===== config.mk =====
export PLATFORM = sky130hd
export DESIGN_NAME = branch_unit
export DESIGN_NICKNAME = d
export VERILOG_FILES = /design/src/rtl/branch_unit.sv
export SDC_FILE = /design/constraint.sdc
export NUM_CORES = 1
export LEC_CHECK = 0
export CAP_MARGIN = 0
export CORE_UTILIZATION = 30
export CTS_CLUSTER_DIAMETER = 30
export DETAILED_ROUTE_END_ITERATION = 8
export HOLD_SLACK_MARGIN = 0.08
export PLACE_DENSITY_LB_ADDON = 0.15
export SLEW_MARGIN = 20
export SYNTH_ARGS = -nofsm -noshare
export SYNTH_HDL_FRONTEND = slang
export SYNTH_SLANG_ARGS = --single-unit

===== constraint.sdc =====
create_clock -name clk -period 5.2 [get_ports clk]
set_clock_uncertainty 0.2 [all_clocks]
set_input_delay 1.04 -clock clk [delete_from_list [all_inputs] [get_ports clk]]
set_output_delay 1.04 -clock clk [all_outputs]
set_load 0.02 [all_outputs]

===== src/rtl/branch_unit.sv =====
// rtl/branch_unit.sv - execute-stage branch resolution with compare tracking and return-address register
module branch_unit #(
    parameter int MAX_PEND = 3,
    parameter int ADDR_W   = 16
) (
    input  logic              clk,
    input  logic              rst_n,
    input  logic              cmp_issue,
    input  logic              cmp_done,
    input  logic [1:0]        cmp_flags,
    output logic              cmp_stall,
    input  logic              kill,
    input  logic              br_valid,
    output logic              br_ready,
    input  logic [2:0]        br_op,
    input  logic [ADDR_W-1:0] br_pc,
    input  logic [ADDR_W-1:0] br_target,
    output logic              redirect_valid,
    output logic [ADDR_W-1:0] redirect_pc,
    output logic [ADDR_W-1:0] ra_out
);

    typedef enum logic [1:0] {S_IDLE, S_WAIT, S_RESOLVE} state_t;

    localparam logic [2:0] OP_B    = 3'd0;
    localparam logic [2:0] OP_BEQ  = 3'd1;
    localparam logic [2:0] OP_BGT  = 3'd2;
    localparam logic [2:0] OP_BLT  = 3'd3;
    localparam logic [2:0] OP_BNE  = 3'd4;
    localparam logic [2:0] OP_CALL = 3'd5;
    localparam logic [2:0] OP_RET  = 3'd6;
    localparam logic [1:0] PEND_MAX = 2'(MAX_PEND);

    state_t              state_q, state_d;
    logic [1:0]          pend_q, pend_d;
    logic [1:0]          flags_q, flags_d;
    logic [2:0]          op_q, op_d;
    logic [ADDR_W-1:0]   pc_q, pc_d;
    logic [ADDR_W-1:0]   tgt_q, tgt_d;
    logic [ADDR_W-1:0]   ra_q, ra_d;
    logic                redirect_valid_q, redirect_valid_d;
    logic [ADDR_W-1:0]   redirect_pc_q, redirect_pc_d;

    logic                accept, resolve, taken, cur_cond;
    logic [2:0]          cur_op;
    logic [ADDR_W-1:0]   cur_pc, cur_tgt, dest;

    assign br_ready       = (state_q == S_IDLE);
    assign cmp_stall      = (pend_q == PEND_MAX);
    assign redirect_valid = redirect_valid_q;
    assign redirect_pc    = redirect_pc_q;
    assign ra_out         = ra_q;
    assign accept         = br_valid && br_ready && !kill;

    // A branch resolving straight out of IDLE is decided from the live inputs.
    assign cur_op   = (state_q == S_IDLE) ? br_op     : op_q;
    assign cur_pc   = (state_q == S_IDLE) ? br_pc     : pc_q;
    assign cur_tgt  = (state_q == S_IDLE) ? br_target : tgt_q;
    assign cur_cond = (cur_op == OP_BEQ) || (cur_op == OP_BGT) ||
                      (cur_op == OP_BLT) || (cur_op == OP_BNE);

    always_comb begin
        pend_d = pend_q;
        if (kill) begin
            pend_d = 2'd0;
        end else if (cmp_issue && !cmp_done && pend_q != PEND_MAX) begin
            pend_d = pend_q + 2'd1;
        end else if (cmp_done && !cmp_issue && pend_q != 2'd0) begin
            pend_d = pend_q - 2'd1;
        end
    end

    assign flags_d = cmp_done ? cmp_flags : flags_q;

    always_comb begin
        state_d = state_q;
        resolve = 1'b0;
        op_d    = op_q;
        pc_d    = pc_q;
        tgt_d   = tgt_q;
        unique case (state_q)
            S_IDLE: begin
                if (accept) begin
                    op_d  = br_op;
                    pc_d  = br_pc;
                    tgt_d = br_target;
                    if (cur_cond && pend_d != 2'd0) begin
                        state_d = S_WAIT;
                    end else begin
                        state_d = S_RESOLVE;
                        resolve = 1'b1;
                    end
                end
            end
            S_WAIT: begin
                if (pend_d == 2'd0) begin
                    state_d = S_RESOLVE;
                    resolve = 1'b1;
                end
            end
            S_RESOLVE: state_d = S_IDLE;
            default:   state_d = S_IDLE;
        endcase
        if (kill) begin
            state_d = S_IDLE;
            resolve = 1'b0;
        end
    end

    always_comb begin
        taken = 1'b0;
        dest  = cur_tgt;
        case (cur_op)
            OP_B:    taken = 1'b1;
            OP_BEQ:  taken = (flags_d == 2'b01);
            OP_BGT:  taken = (flags_d == 2'b10);
            OP_BLT:  taken = (flags_d == 2'b00);
            OP_BNE:  taken = (flags_d != 2'b01);
            OP_CALL: taken = 1'b1;
            OP_RET: begin
                taken = 1'b1;
                dest  = ra_q;
            end
            default: taken = 1'b0;
        endcase
    end

    // Not-taken branches leave redirect_pc at its last value.
    assign redirect_valid_d = resolve && taken;
    assign redirect_pc_d    = (resolve && taken) ? dest : redirect_pc_q;
    assign ra_d             = (resolve && cur_op == OP_CALL) ? cur_pc + ADDR_W'(1) : ra_q;

    always_ff @(posedge clk or negedge rst_n) begin
        if (!rst_n) begin
            state_q          <= S_IDLE;
            pend_q           <= 2'd0;
            flags_q          <= 2'b00;
            op_q             <= 3'd0;
            pc_q             <= '0;
            tgt_q            <= '0;
            ra_q             <= '0;
            redirect_valid_q <= 1'b0;
            redirect_pc_q    <= '0;
        end else begin
            state_q          <= state_d;
            pend_q           <= pend_d;
            flags_q          <= flags_d;
            op_q             <= op_d;
            pc_q             <= pc_d;
            tgt_q            <= tgt_d;
            ra_q             <= ra_d;
            redirect_valid_q <= redirect_valid_d;
            redirect_pc_q    <= redirect_pc_d;
        end
    end

endmodule


Word level (Yosys, flattened, before mapping)
Cells that the tools add are included.
{"block": "classes", "n_mux": 19, "eq_ne": 14, "add_sub_neg": 3, "reduce_logical": 24}
{"cell": "16-bit 2-to-1 mux", "count": 3}
{"cell": "16-bit by 1-bit adder with 16-bit output, second input constant", "count": 1}
{"cell": "2-bit 2-to-1 mux", "count": 8}
{"cell": "3-bit == test, second input constant", "count": 3}
{"cell": "1-bit logical AND", "count": 9}
{"cell": "3-bit by 2-bit == test with 1-bit output, second input constant", "count": 2}
{"cell": "2-bit zero test", "count": 3}
{"cell": "1-bit one-hot mux with 5 select lines", "count": 1}
{"cell": "2-bit by 1-bit == test with 1-bit output, second input constant", "count": 2}
{"cell": "2-bit == test, second input constant", "count": 2}
{"cell": "1-bit 2-to-1 mux", "count": 4}
{"cell": "2-bit one-hot mux with 2 select lines", "count": 1}
{"cell": "2-bit AND reduction", "count": 2}
{"cell": "2-bit nonzero test", "count": 2}
{"cell": "3-bit by 1-bit == test with 1-bit output, second input constant", "count": 1}
{"cell": "1-bit zero test", "count": 3}
{"cell": "3-bit zero test", "count": 1}
{"cell": "1-bit logical OR", "count": 3}
{"cell": "3-bit 2-to-1 mux", "count": 1}
{"cell": "3-bit by 2-bit inequality test with 1-bit output, second input constant", "count": 1}
{"cell": "3-bit inequality test, second input constant", "count": 1}
{"cell": "3-bit OR reduction", "count": 1}
{"cell": "2-bit by 1-bit adder with 2-bit output, second input constant", "count": 1}
{"cell": "2-bit by 1-bit inequality test with 1-bit output, second input constant", "count": 1}
{"cell": "other kinds (3)", "count": 3}
{"block": "totals", "input_bits": 43, "word_cells": 69, "register_bits": 74}

Longest topological paths before layout
{"block": "logic_depth", "ltp_word": 13, "mapped_depth": 15, "ltp_nobuf": 11}

Worst setup path before layout
OpenSTA, ideal clock, no wires.
{"block": "synth_path", "kind": "reg-to-reg", "from": "register state_q[1]", "to": "register ra_q[14], in the netlist ra_out[14]", "path_stages_with_launch": 16, "path_slack_ns": 1.687, "path_buffers": 4, "arrival_ns": 3.178, "required_time_ns": 4.866, "cell_sequence": "dfrtp_1 -> or2_1 -> buf_6 -> inv_4 -> buf_4 -> buf_1 -> clkbuf_1 -> nand2_1 -> nand2_1 -> ha_1 -> nand3_1 -> o22ai_1 -> nand3_1 -> nor3_1 -> xor2_1 -> o21ai_0"}
{"block": "synth_between", "elab_chain_len": 12, "elab_cells_between_ends": 21, "cone_classes": "1 x add/sub; 6 x eq/ne; 6 x mux; 8 x reduce/logical"}
{"element": "start, declared", "line_no": "34", "rtl": "state_t state_q, state_d;"}
{"element": "start signal, assigned", "line_no": "145", "rtl": "state_q <= state_d;"}
{"element": "2-bit zero test *", "line_no": "48", "rtl": "assign br_ready = (state_q == S_IDLE);"}
{"element": "net br_ready", "line_no": "14", "rtl": "output logic br_ready,"}
{"element": "3-bit 2-to-1 mux", "line_no": "56", "rtl": "assign cur_op = (state_q == S_IDLE) ? br_op : op_q;"}
{"element": "3-bit by 1-bit == test with 1-bit output or 3-bit by 2-bit == test with 1-bit output (tied branches)", "line_no": "59", "rtl": "assign cur_cond = (cur_op == OP_BEQ) || (cur_op == OP_BGT) ||"}
{"element": "1-bit logical OR (2 in a row)", "line_no": "59"}
{"element": "1-bit logical OR", "line_no": "60", "rtl": "(cur_op == OP_BLT) || (cur_op == OP_BNE);"}
{"element": "1-bit logical AND", "line_no": "87", "rtl": "if (cur_cond && pend_d != 2'd0) begin"}
{"element": "1-bit 2-to-1 mux", "line_no": "87"}
{"element": "1-bit 2-to-1 mux", "line_no": "83", "rtl": "if (accept) begin"}
{"element": "1-bit one-hot mux with 2 select lines", "line_no": "81", "rtl": "unique case (state_q)"}
{"element": "1-bit 2-to-1 mux", "line_no": "104", "rtl": "if (kill) begin"}
{"element": "1-bit logical AND", "line_no": "131", "rtl": "assign ra_d = (resolve && cur_op == OP_CALL) ? cur_pc + ADDR_W'(1) : ra_q;"}
{"element": "end signal, assigned", "line_no": "151", "rtl": "ra_q <= ra_d;"}
{"element": "end, declared", "line_no": "40", "rtl": "logic [ADDR_W-1:0] ra_q, ra_d;"}
Mark *: on every way through the listed nets, which the timed path passes. The rest lies on a longest branch.
A chain may end at the register's enable or synchronous reset.

Worst setup path in the final report
{"block": "layout_path", "from": "input port cmp_done", "to": "register redirect_pc_q[5], in the netlist redirect_pc[5]"}
{"block": "layout_between", "elab_chain_len": 12, "elab_cells_between_ends": 23, "cone_classes": "3 x eq/ne; 10 x mux; 10 x reduce/logical"}
{"element": "start, declared", "line_no": "9", "rtl": "input logic cmp_done,"}
{"element": "1-bit logical AND or 1-bit zero test (tied branches)", "line_no": "68, 66"}
{"element": "1-bit logical AND (on tied branches)", "line_no": "68, 66"}
{"element": "2-bit 2-to-1 mux or 1-bit logical AND (tied branches)", "line_no": "68, 66"}
{"element": "2-bit 2-to-1 mux", "line_no": "66", "rtl": "end else if (cmp_issue && !cmp_done && pend_q != PEND_MAX) begin"}
{"element": "2-bit 2-to-1 mux", "line_no": "64", "rtl": "if (kill) begin"}
{"element": "2-bit nonzero test", "line_no": "87"}
{"element": "1-bit logical AND", "line_no": "87"}
{"element": "1-bit 2-to-1 mux", "line_no": "87"}
{"element": "1-bit 2-to-1 mux", "line_no": "83"}
{"element": "1-bit one-hot mux with 2 select lines", "line_no": "81"}
{"element": "1-bit 2-to-1 mux", "line_no": "104"}
{"element": "1-bit logical AND *", "line_no": "130", "rtl": "assign redirect_pc_d = (resolve && taken) ? dest : redirect_pc_q;"}
{"element": "end signal, assigned", "line_no": "153", "rtl": "redirect_pc_q <= redirect_pc_d;"}
{"element": "end, declared", "line_no": "42", "rtl": "logic [ADDR_W-1:0] redirect_pc_q, redirect_pc_d;"}
Every way passes the cells marked *; elsewhere a longest branch is shown, timed or not.

==> qor.log <==
INFO  run_status     outcome=finished, final reports clean
INFO  critical_path  crit_start=cmp_done
INFO  critical_path  arrival=3.64ns
INFO  timing         finalSetupTns=0ns
INFO  final_layout   post_layout_nonfiller_instances=613
INFO  drt            num_vias=2982
INFO  grt            number_of_global_route_vias_before_repair=3046
INFO  power          total_leakage_power=2.17nW
INFO  cts            cts_root_buf=clkbuf_16
INFO  timing         worst_slew_margin_rel=0.349
INFO  power          pwr_density_cell=604mW/mm²
INFO  timing         worst_slew_pin_slew=0.976ns
INFO  floorplanning  die_area=0.0134mm²
INFO  yosys          syn-num-nets=407
INFO  grt            grt_first_pass_wirelength=15400µm
INFO  yosys          synthCells=361
INFO  yosys          synthesis.area=0.00388mm²
INFO  critical_path  worst-r2r-cell-count=7
INFO  placed_design  numPlacedInstances=599
INFO  floorplanning  io-pin-count=78
INFO  floorplanning  start_util=0.307
INFO  placed_design  place_ws=1.20ns
INFO  worst_hold_path hold_path_class=reg -> reg
INFO  yosys          fraction_of_the_yosys_area_taken_by_sequential_cells=0.477
INFO  yosys          yosys_most_used_dff=dfrtp_1
INFO  drt            drt-vias-per-instance=4.86
INFO  yosys          yosys.cell_types.count=43
INFO  yosys          synth_warn=0
INFO  grt            antenna_found_initial=0
INFO  timing         hold_violation_count_in_the_final_report=0
INFO  critical_path  critical_path.reg2reg.startpoint=state_q[1]$_DFFE_PN0P_
INFO  critical_path  critical_path_capture_point=redirect_pc[5]$_DFFE_PN0P_
INFO  timing         grt_setup_unrepaired=false
INFO  timing         max_freq=276MHz
INFO  cts            cts_buffer_depth=2
INFO  power          vdd_drop_max=0.000156V
INFO  floorplanning  dieHeight=116µm
INFO  cts            worst_skew_pair.late_latency=0.34ns
INFO  timing         postLayoutSetupSlackWorst=1.58ns
INFO  placed_design  dpl.hpwl=6710µm
INFO  critical_path  critPathCaptureType=flop
INFO  critical_path  path_class=in -> reg
INFO  cts            h_tree_lvls=3
INFO  timing         final-max-slew-violation-count=0
INFO  drt            drtPass1Iterations=7
INFO  floorplanning  placementRows=41
INFO  yosys          postSynthAreaPerCell=10.7µm²
INFO  final_layout   layout_net_count=484
INFO  placed_design  gp_routability_congestion=0.785
INFO  critical_path  timing.rr.end=redirect_pc[5]$_DFFE_PN0P_
INFO  flow_run       maxCapViolations=0
INFO  floorplanning  placeableCoreArea=0.0126mm²
INFO  cts            hold_fix_buffers_at_cts=0
INFO  cts            cts_resized=0
INFO  critical_path  path_max_fanout=17
INFO  cts            cts_tree=built
INFO  final_layout   post_route_cells_drive_above_1_share=0.177
INFO  critical_path  reg2reg_setup_slack=1.99ns
INFO  final_layout   syn2layout_area_growth=32.5%
INFO  drt            wire_per_inst=15.5µm
INFO  timing         setup_viol=0
INFO  floorplanning  chipWidth=116µm
INFO  critical_path  worstSetupStartpointType=input pin
INFO  yosys          synth-edff-count=0
INFO  drt            post_route_ant_nets=0
INFO  timing         final.min_clock_period=3.62ns
INFO  yosys          async_flop_share=1.00
INFO  cts            numCtsBuffers=9
INFO  drt            post-route-drc-count=0
INFO  grt            grt_start_max_net_pins=75
INFO  grt            globalRouteOverflowTotal=0
INFO  cts            clock_sinks=74
INFO  drt            drt-initial-drc-count=153
INFO  yosys          ys_seq_elements=74
INFO  final_layout   antenna_cells=0
INFO  placed_design  port-buffer-count=77
INFO  cts            clk_pin_slew=0.06ns
INFO  cts            post_cts.repair.setup_buffers=0
INFO  grt            total_routing_usage_reported_by_global_routing=0.153
INFO  drt            post_detailed_routing_wire_length=9500µm
INFO  timing         final.period_utilization=0.696
INFO  critical_path  cp_data_required_time=5.22ns
INFO  final_layout   final.fill_count=1258
layout by cell type, fill, tap and decap left out, types with 6 or more instances in the layout:
cell type and count:
nand2_1 56, o21ai_0 16, clkdlybuf4s50_1 76, nand3_1 7, nor2_1 23, dfrtp_1 74, clkbuf_16 9, xnor2_1 10
xor2_1 6, buf_4 8, mux2_2 49, a31oi_1 18, mux2i_1 17, mux2_1 9
stage by stage:
step	util	power [mW]	instance area, µm²	hold slack [ns]
6_report	0.407	3.10	5140	0.280
3_5_place_dp	0.383	2.48	4830	0.275
4_1_cts	0.407	3.15	5140	0.288
3_3_place_gp	0.383	2.45	4830	0.266
2_1_floorplan	-	1.95	3880	0.266
5_1_grt	0.407	3.32	5140	0.302
registers in the layout, indices dropped and copies added (netlist names):
name            cells
pend_q              2
flags_q             2
ra_out             16
op_q                3
tgt_q              16
redirect_pc        16
redirect_valid      1
pc_q               16
state_q             2
power breakdown:
group          internal (mW)  switching [mW]  leakage [nW]
Combinational          0.692           0.705          1.12
Clock                  0.427           0.235         0.151
Sequential             0.847           0.199         0.892
Total                   1.97            1.14          2.17
cell type report:
cell class | instances | area, µm² | share of cell area
clock inverter | 3 | 65.1 | 0.0127
timing repair buffer | 84 | 821 | 0.160
sequential | 74 | 1850 | 0.360
tap | 172 | 215 | 0.0418
inverter | 6 | 25.0 | 0.00487
multi-input combinational | 263 | 1920 | 0.374
clock buffer | 11 | 243 | 0.0472
cell families (layout without fill, tap and decap cells):
logic type / after synthesis / count (layout) / share of synthesized area
AOI/OAI and AO/OA: 56 / 56 / 0.0961
muxes: 76 / 76 / 0.218
and+or+nand+nor: 112 / 112 / 0.134
DFF: 74 / 74 / 0.477
adders and majority gates: 3 / 3 / 0.00968
xor gates and xnor gates: 16 / 16 / 0.0361
buffers and inverters: 24 / 104 / 0.0287
worst max-delay path, cell delays in order:
cell and delay [ns]:
clkdlybuf4s50_1 0.57, or3b_2 0.50, mux2i_1 0.17, a22o_1 0.23, a2bb2oi_1 0.14, a2111oi_4 0.30, buf_4 0.31, mux2_2 0.37
cell usage after synthesis, drive strengths merged, types with 3 or more instances:
cell type  number  area share
a21oi           5      0.0064
nor4            4      0.0064
mux2i          18       0.050
or3b            3      0.0068
mux2           58        0.17
buf             4      0.0087
nand2          56       0.054
nor2           23       0.022
o21ai          17       0.022
dfrtp          74        0.48
o211ai          5      0.0097
ha              3      0.0097
inv             6      0.0065
xnor2          10       0.023
clkbuf         14       0.014
nand4           3      0.0048
nand3           7      0.0090
nor3            4      0.0052
xor2            6       0.014
a31oi          19       0.032
layer usage:
metal	vias to the layer above	routed length (µm)	GRT usage
li1	1446	-	-
met1	1449	4390	0.192
met2	69	4540	0.251
met3	18	383	0.0324
met4	0	187	0.0726
met5	-	0	0
worst min path at each step:
stage,start,to,depth (start not counted)
2_1_floorplan,flags_q[0]$_DFF_PN0_,flags_q[0]$_DFF_PN0_,2
3_3_place_gp,redirect_pc[10]$_DFFE_PN0P_,redirect_pc[10]$_DFFE_PN0P_,1
3_5_place_dp,redirect_pc[9]$_DFFE_PN0P_,redirect_pc[9]$_DFFE_PN0P_,1
4_1_cts,redirect_pc[9]$_DFFE_PN0P_,redirect_pc[9]$_DFFE_PN0P_,1
5_1_grt,redirect_pc[8]$_DFFE_PN0P_,redirect_pc[8]$_DFFE_PN0P_,1
6_report,redirect_pc[9]$_DFFE_PN0P_,redirect_pc[9]$_DFFE_PN0P_,1
No activity file was read; power rests on OpenSTA's default activity.
==> variant: new RTL, same flow settings <==
The output `redirect_valid` loses its register stage (`redirect_valid_q` becomes a continuous assignment).
--- a/src/rtl/branch_unit.sv
+++ b/src/rtl/branch_unit.sv
@@ -139,7 +139,6 @@
             pc_q             <= '0;
             tgt_q            <= '0;
             ra_q             <= '0;
-            redirect_valid_q <= 1'b0;
             redirect_pc_q    <= '0;
         end else begin
             state_q          <= state_d;
@@ -149,10 +148,11 @@
             pc_q             <= pc_d;
             tgt_q            <= tgt_d;
             ra_q             <= ra_d;
-            redirect_valid_q <= redirect_valid_d;
             redirect_pc_q    <= redirect_pc_d;
         end
     end
 
+    assign redirect_valid_q = redirect_valid_d;
+
 endmodule
 
Function: changed (Yosys sat finds a counterexample within 4 cycles, from zero or initial values and one cycle with rst_n low).
==> variant against the unedited design <==
  * Utilization is 0.33 points higher
  * Register-to-register slack worse by 0.28 ns
  * Synthesized area is 0.64% lower
  * Total power grew 2.1%
  * Design area is 0.39% higher
  * Sequential cell count decreased by 1
  * Clock power rose by 8.9%
  * Worst setup slack got worse by 1.5 ns
  * Routed wire length rose by 0.95%
  * Count of clock-buffer cells in the layout stayed put
==> variant: results (changes against the unedited design) <==
- Setup crit end: redirect_valid
- Largest net degree at the start of global routing: 74 (-1.3%)
- Status: completed
- Wire length per cell: 15.60 um (+0.62%)
- Post-synthesis mux area share: 21.94% (+0.14 points)
- Max-slew headroom: 36.44% (+1.5 points)
- Mapped Avg Cell Area: 10.71 um2 (-0.37%)
- Fin Hold WS: 0.2809 ns (+0.0003950 ns)
- Overall Global Routing Usage: 15.96% (+0.65 points)
- Layout cells sized above 1: 18.28% (+0.60 points)
- Placer Congestion: 0.8059 (+2.6%)
- Critical Path AT: 3.83 ns (+0.19 ns)
- Compound-cell area share of the yosys netlist: 9.672% (+0.062 points)
- Post-synthesis adder-cell area fraction: 0.9737% (+0.0063 points)
- P_clk: 0.721 mW (+8.9%)
- Area contributors post-synth: dfrtp_1, mux2_2, nand2_1
- Critical path fanouts, max: 5 (-12)
- Min-delay src: redirect_pc[8]
- DRT Pass-1 Iters: 4 (-3)
- Drt via density: 4.855 (-0.19%)
- Worst vdd ir: 0.2486 mV (+59%)
- CP max stage delay: 0.60 ns (+0.03 ns)
- Switching power total: 1.157 mW (+1.6%)
- DP HPWL: 6.617 mm (-1.4%)
- First-pass GRT wire length: 16.02 mm (+4.3%)
- DR iter-0 viols: 133 (-13%)
- Worst hold path endpoint: redirect_pc[8]
- Reg-to-reg slack, setup: 1.71 ns (-0.28 ns)
- R2R Path End: ra_out[10]
- Vias in the first global route: 3014 (-1.1%)
- Net Count, Synth: 406 (-0.25%)
-- variant: changes by cell type in the layout (fill, tap and decap cells not counted), sizes merged --
cell      delta
buf          +1
clkinvlp     +1
dfrtp        -1
bufinv       +1
-- variant: metal layers --
layer / wire, um / vias to the layer above / track usage (%)
met5: 0 / - / 0
met3: 459 / 12 / 4.270
met1: 4721 / 1461 / 22.06
li1: - / 1442 / -
met4: 194 / 0 / 6.407
met2: 4219 / 71 / 23.59
-- variant: through the flow --
step,total power [mW],setup WS (ns)
2_1_floorplan,1.941,1.253
5_1_grt,3.392,0.04436
6_report,3.169,0.1321
3_5_place_dp,2.475,0.1292
4_1_cts,3.207,0.1234
3_3_place_gp,2.444,0.1566
-- variant: area by class of cell --
class	count	area (um2)
fillers	1235	7406
multi-input cells	263	1922
clock buffers	11	242.7
flip-flops and latches	73	1827
well taps	172	215.2
clock inverters	5	102.6
inverters	6	25.02
repair buffers	85	828.3
